[config.mk]
export PLATFORM = sky130hd
export DESIGN_NAME = hazard_unit
export DESIGN_NICKNAME = d
export VERILOG_FILES = /design/src/rtl/hazard_unit.sv
export SDC_FILE = /design/constraint.sdc
export NUM_CORES = 1
export LEC_CHECK = 0
export BUFFER_PORTS_ARGS = -buffer_cell sky130_fd_sc_hd__buf_2
export CAP_MARGIN = 5
export CORE_ASPECT_RATIO = 0.6
export CORE_UTILIZATION = 51
export DETAILED_ROUTE_END_ITERATION = 16
export GPL_ROUTABILITY_DRIVEN = 0
export PLACE_DENSITY = 0.78
export SLEW_MARGIN = 40
export SYNTH_ARGS = -nofsm -noshare
export SYNTH_HDL_FRONTEND = slang
export SYNTH_SLANG_ARGS = --single-unit
[constraint.sdc]
create_clock -name clock -period 2.5 [get_ports clock]
set_input_delay 0.25 -clock clock [delete_from_list [all_inputs] [get_ports clock]]
set_output_delay 0.25 -clock clock [all_outputs]
set_load 0.03 [all_outputs]
[src/rtl/hazard_unit.sv]
// hazard_unit
//   Hazard and forwarding controller for the 5-stage MIPS pipeline. It sits
//   beside ID and decides what enters the ID->EX register each cycle. It keeps
//   shadow copies of the EX and MEM destination state, so the downstream
//   pipeline registers do not need to feed anything back to it.
//
//   Optional feature macro: HAZARD_PERF_CNT_EN adds the lu_stall_count and
//   mem_wait_count performance counters.
//
// Ports
//   clock              rising-edge clock
//   reset_0            synchronous, active-low reset
//   rs_id, rt_id       ID source registers; use_rs_id/use_rt_id mark real reads
//   rw_id              ID destination; wreg_id = writes regfile, rmem_id = load
//   branch_taken_id    ID resolved a taken branch/jump this cycle
//   mem_busy           data memory not ready
//   fwd_a, fwd_b       operand select: 00 regfile, 01 EX ALU, 10 MEM ALU, 11 MEM load
//   stall_pc/ifid      hold PC and IF/ID
//   bubble_idex        load zero control into ID->EX
//   flush_ifid         load a nop into IF/ID
//   hold_pipe          freeze every pipeline register
//   mem_timeout        sticky: memory wait reached MEM_TIMEOUT cycles
//   lu_stall_count     (HAZARD_PERF_CNT_EN) cycles spent in load-use stall
//   mem_wait_count     (HAZARD_PERF_CNT_EN) cycles with hold_pipe high
//
// state   | meaning
// --------+--------------------------------------------------------------
// ST_RUN  | memory ready, pipeline advancing normally
// ST_WAIT | memory busy was seen; counting consecutive wait cycles
module hazard_unit #(
    parameter int MEM_TIMEOUT = 16
) (
    input  logic        clock,
    input  logic        reset_0,
    input  logic [4:0]  rs_id,
    input  logic [4:0]  rt_id,
    input  logic        use_rs_id,
    input  logic        use_rt_id,
    input  logic [4:0]  rw_id,
    input  logic        wreg_id,
    input  logic        rmem_id,
    input  logic        branch_taken_id,
    input  logic        mem_busy,
    output logic [1:0]  fwd_a,
    output logic [1:0]  fwd_b,
    output logic        stall_pc,
    output logic        stall_ifid,
    output logic        bubble_idex,
    output logic        flush_ifid,
    output logic        hold_pipe,
    output logic        mem_timeout
`ifdef HAZARD_PERF_CNT_EN
    ,
    output logic [31:0] lu_stall_count,
    output logic [31:0] mem_wait_count
`endif
);

    localparam int CW = $clog2(MEM_TIMEOUT + 1);
    localparam logic [CW-1:0] TMO = CW'(MEM_TIMEOUT);

    typedef enum logic {ST_RUN, ST_WAIT} state_t;

    state_t        state_q, state_d;
    logic [CW-1:0] cnt_q, cnt_d;
    logic          tmo_q, tmo_d;

    logic [4:0] ex_rw_q, ex_rw_d, mem_rw_q, mem_rw_d;
    logic       ex_wreg_q, ex_wreg_d, mem_wreg_q, mem_wreg_d;
    logic       ex_rmem_q, ex_rmem_d, mem_rmem_q, mem_rmem_d;

    logic ex_ma, ex_mb, mem_ma, mem_mb;
    logic lu, hold, bubble;

    // Register 0 is hardwired, so a write to it never creates a dependency.
    function automatic logic match(input logic [4:0] rw, input logic wreg,
                                   input logic [4:0] src, input logic use_src);
        return wreg && (rw != 5'd0) && (rw == src) && use_src;
    endfunction

    // EX wins over MEM; an EX load cannot forward (that case is the load-use
    // stall), so it falls through to whatever MEM holds.
    function automatic logic [1:0] fwd_sel(input logic ex_m, input logic ex_ld,
                                           input logic mem_m, input logic mem_ld);
        if (ex_m && !ex_ld)
            return 2'b01;
        else if (mem_m)
            return mem_ld ? 2'b11 : 2'b10;
        else
            return 2'b00;
    endfunction

    assign ex_ma  = match(ex_rw_q,  ex_wreg_q,  rs_id, use_rs_id);
    assign ex_mb  = match(ex_rw_q,  ex_wreg_q,  rt_id, use_rt_id);
    assign mem_ma = match(mem_rw_q, mem_wreg_q, rs_id, use_rs_id);
    assign mem_mb = match(mem_rw_q, mem_wreg_q, rt_id, use_rt_id);

    always_comb begin
        fwd_a       = 2'b00;
        fwd_b       = 2'b00;
        lu          = 1'b0;
        hold        = 1'b0;
        bubble      = 1'b0;
        stall_pc    = 1'b0;
        stall_ifid  = 1'b0;
        flush_ifid  = 1'b0;
        if (reset_0) begin
            fwd_a      = fwd_sel(ex_ma, ex_rmem_q, mem_ma, mem_rmem_q);
            fwd_b      = fwd_sel(ex_mb, ex_rmem_q, mem_mb, mem_rmem_q);
            lu         = (ex_ma || ex_mb) && ex_rmem_q;
            hold       = mem_busy;
            // A memory hold freezes everything, so it suppresses the bubble;
            // the load-use check simply repeats once the hold releases.
            bubble     = lu && !hold;
            stall_pc   = lu || hold;
            stall_ifid = lu || hold;
            // A branch resolved during a load-use stall used stale operands.
            flush_ifid = branch_taken_id && !lu && !hold;
        end
    end

    assign bubble_idex = bubble;
    assign hold_pipe   = hold;
    assign mem_timeout = tmo_q && reset_0;

    always_comb begin
        ex_rw_d    = ex_rw_q;
        ex_wreg_d  = ex_wreg_q;
        ex_rmem_d  = ex_rmem_q;
        mem_rw_d   = mem_rw_q;
        mem_wreg_d = mem_wreg_q;
        mem_rmem_d = mem_rmem_q;
        if (!hold) begin
            mem_rw_d   = ex_rw_q;
            mem_wreg_d = ex_wreg_q;
            mem_rmem_d = ex_rmem_q;
            ex_rw_d    = bubble ? 5'd0 : rw_id;
            ex_wreg_d  = bubble ? 1'b0 : wreg_id;
            ex_rmem_d  = bubble ? 1'b0 : rmem_id;
        end
    end

    always_comb begin
        state_d = state_q;
        cnt_d   = cnt_q;
        tmo_d   = tmo_q;
        case (state_q)
            ST_RUN: begin
                cnt_d = '0;
                if (mem_busy)
                    state_d = ST_WAIT;
            end
            ST_WAIT: begin
                if (mem_busy) begin
                    if (cnt_q != TMO)
                        cnt_d = cnt_q + CW'(1);
                end else begin
                    state_d = ST_RUN;
                    cnt_d   = '0;
                end
            end
            default: begin
                state_d = ST_RUN;
                cnt_d   = '0;
            end
        endcase
        if (cnt_d == TMO)
            tmo_d = 1'b1;
    end

    always_ff @(posedge clock) begin
        if (!reset_0) begin
            state_q    <= ST_RUN;
            cnt_q      <= '0;
            tmo_q      <= 1'b0;
            ex_rw_q    <= 5'd0;
            ex_wreg_q  <= 1'b0;
            ex_rmem_q  <= 1'b0;
            mem_rw_q   <= 5'd0;
            mem_wreg_q <= 1'b0;
            mem_rmem_q <= 1'b0;
        end else begin
            state_q    <= state_d;
            cnt_q      <= cnt_d;
            tmo_q      <= tmo_d;
            ex_rw_q    <= ex_rw_d;
            ex_wreg_q  <= ex_wreg_d;
            ex_rmem_q  <= ex_rmem_d;
            mem_rw_q   <= mem_rw_d;
            mem_wreg_q <= mem_wreg_d;
            mem_rmem_q <= mem_rmem_d;
        end
    end

`ifdef HAZARD_PERF_CNT_EN
    logic [31:0] lu_cnt_q, lu_cnt_d, wait_cnt_q, wait_cnt_d;

    assign lu_cnt_d   = lu_cnt_q   + 32'(bubble);
    assign wait_cnt_d = wait_cnt_q + 32'(hold);

    always_ff @(posedge clock) begin
        if (!reset_0) begin
            lu_cnt_q   <= 32'd0;
            wait_cnt_q <= 32'd0;
        end else begin
            lu_cnt_q   <= lu_cnt_d;
            wait_cnt_q <= wait_cnt_d;
        end
    end

    assign lu_stall_count = lu_cnt_q;
    assign mem_wait_count = wait_cnt_q;
`endif

endmodule

==> impl_metrics.yaml <==
layout:
  drive_gt1_frac: 0.226
  instances_no_fill: 207
  largest_registers: "cnt_q x5, ex_rw_q x5, mem_rw_q x5"
  antenna_cells: 0
  nNetsFinal: 203
  postLayoutCoreUtil: 0.651
  area_growth_syn_to_layout_pct: 16.9
pwr:
  power_density_nw_per_um2: 500
  p_total_uw: 730
  p_leak_nw: 0.618
  vdd_ir_drop_max_mv: 0.296
placed_design:
  dpl.hpwl_um: 2150
  portBuffers: 32
  dp.cells: 203
global_routing:
  grt_first_pass_wirelength_um: 4600
  antenna_found_initial: 0
  grt_use_total: 0.242
  grt-ovfl-total: 0
  grt_pass1_vias: 979
  grt_max_degree: 23
routing:
  drt-total-wl_um: 2790
  antenna_left: 0
  drc: 0
  vias: 1142
  first_iter_violations: 77
  post_drt_via_cell_ratio: 5.52
  drtPass1Iterations: 4
  routedWlPerCell_um: 13.5
clock_tree:
  cts_repair_resize_count: 0
  clock_latency_ps: 250
  cts_buffers: 3
  cts.root.buffer_cell: "clkbuf_8"
  cts.reportedPaths.clkPinSlew_ps: 70
  cts_hold_buf: 0
  h-tree-depth: 1
  tritoncts: "built"
  cts_buffer_depth: 2
  cts.sinks: 21
  postCtsSetupBuffers: 0
sta:
  setup_tns_ps: 0
  finalHoldViolCount: 0
  fin_skew_ps: 0.752
  rsz0062_at_grt: "false"
  fin_crit_sh: 0.951
  worst_hold_slack_ps: 253
  tightest_slew_ps: 415
  setup_viol: 0
  relSlewSlack: 0.723
  min_period_ps: 2380
  max_freq_mhz: 420
  maxSlewViolCount: 0
yosys:
  synthTopCellsByCount: "dfxtp_1 (21), nand3_1 (18), xor2_1 (15), nand2_1 (13)"
  synth_top_area_share: 0.337
  synth_seq_area_share: 0.337
  synth_flop_cell: "dfxtp_1"
  ys_types: 32
  avgSynthCellArea_um2: 8.49
  syn-cell-area_um2: 1250
  synth.top_cells.by_area: "dfxtp_1 (34%), xor2_1 (11%), nand3_1 (7.2%), xnor2_1 (6.3%), mux2i_1 (5.6%)"
  async_reset_ff_frac: 0
  syn_nets: 172
  ys_warn_count: 0
  postSynthCellCount: 147
  yosys.area.top_type: "dfxtp_1"
  synth-edff-count: 0
  ys_seq_elements: 21
  yosysMostFrequentCell: "dfxtp_1"
worst_setup_path:
  required_ps: 2250
  path_class: "flop to output port"
  rr_worst_depth: 5
  cp-start-kind: "flop"
  cp.arrival_ps: 2130
  r2r-end: "ex_wreg_q"
  rrSetupSlack_ps: 750
  endpoint_kind: "output port"
  crit_fanout: 7
  r2r-start: "ex_rw_q[1]"
worst_hold_path:
  holdPathEnd: "ex_rw_q[3]"
  hold_depth: 3
  min_path_type: "primary input to flop"
  min_from: "rw_id[3]"
floorplan:
  start_util: 0.556
  die_y_um: 40.3
  die_width_um: 65.9
  ios: 33
  core_region_area_um2: 2240
  die_area_um2: 2660
  fp-row-count: 13
run_status:
  outcome: "completed"
job:
  drv_cap: 0
==> cells by family after synthesis <==
family / count (synthesis) / share of synthesized area
AND/OR/NAND/NOR: 64 / 0.261
flip-flops: 21 / 0.337
buffers and inverters: 10 / 0.0401
XOR/XNOR: 24 / 0.168
adder cells (fa/ha/maj): 2 / 0.0200
multiplexers: 8 / 0.0651
AO/OA/AOI/OAI: 18 / 0.109
==> metrics by stage <==
step           instance area (um^2)  setup slack, ps
2_1_floorplan                  1250              447
3_3_place_gp                   1420              528
3_5_place_dp                   1420              432
4_1_cts                        1460              134
5_1_grt                        1460             3.89
6_report                       1460              121
==> layer usage <==
| layer | wire [um] | vias to the layer above | track usage | share of wire |
|---|---|---|---|---|
| li1 | - | 570 | - | - |
| met1 | 1390 | 514 | 0.345 | 0.50 |
| met2 | 1150 | 54 | 0.362 | 0.41 |
| met3 | 225 | 4 | 0.0568 | 0.081 |
| met4 | 21 | 0 | 0.0707 | 0.0075 |
| met5 | 0 | - | 0 | 0 |
==> how the worst max path moves through the flow <==
stage	cells after the start	to	start
floorplan	7	stall_pc	ex_rw_q[1]
global placement	6	stall_ifid	ex_rw_q[1]
detailed placement	6	stall_pc	ex_rw_q[1]
CTS	6	stall_pc	ex_rw_q[1]
global route	6	stall_pc	ex_rw_q[1]
finish	6	stall_pc	ex_rw_q[1]
==> placed cells by master (no fill, tap or decap), drive strengths merged <==
cell type	instances
a211oi	1
a21oi	2
a22o	2
a31o	1
and2	4
and3	1
buf	33
clkbuf	4
dfxtp	21
ha	2
inv	3
mux2	1
mux2i	7
nand2	13
nand3	18
nand4	1
nor2	6
nor2b	9
nor3	6
nor4	3
o211ai	8
o21a	1
o21ai	2
o21bai	1
or2	1
or4	2
xnor2	9
xor2	15
==> layout make-up <==
| cell class | instances | area (um^2) |
|---|---|---|
| repair buffers | 33 | 168 |
| fillers | 198 | 785 |
| well taps | 30 | 37.5 |
| clock buffers | 4 | 45.0 |
| inverters | 3 | 11.3 |
| flip-flops and latches | 21 | 420 |
| multi-input cells | 116 | 778 |
==> power breakdown <==
group,internal (mW),switching [mW],total (mW)
Combinational,0.0621,0.0699,0.132
Clock,0.113,0.105,0.218
Sequential,0.353,0.0265,0.380
==> critical path, cell delays in order (launching register included) <==
cell,delay (ps)
dfxtp_1,360
or4_1,570
o21ai_2,220
or2_1,300
a21oi_2,70
o21a_1,180
buf_2,170
(Power assumes the default switching activity.)
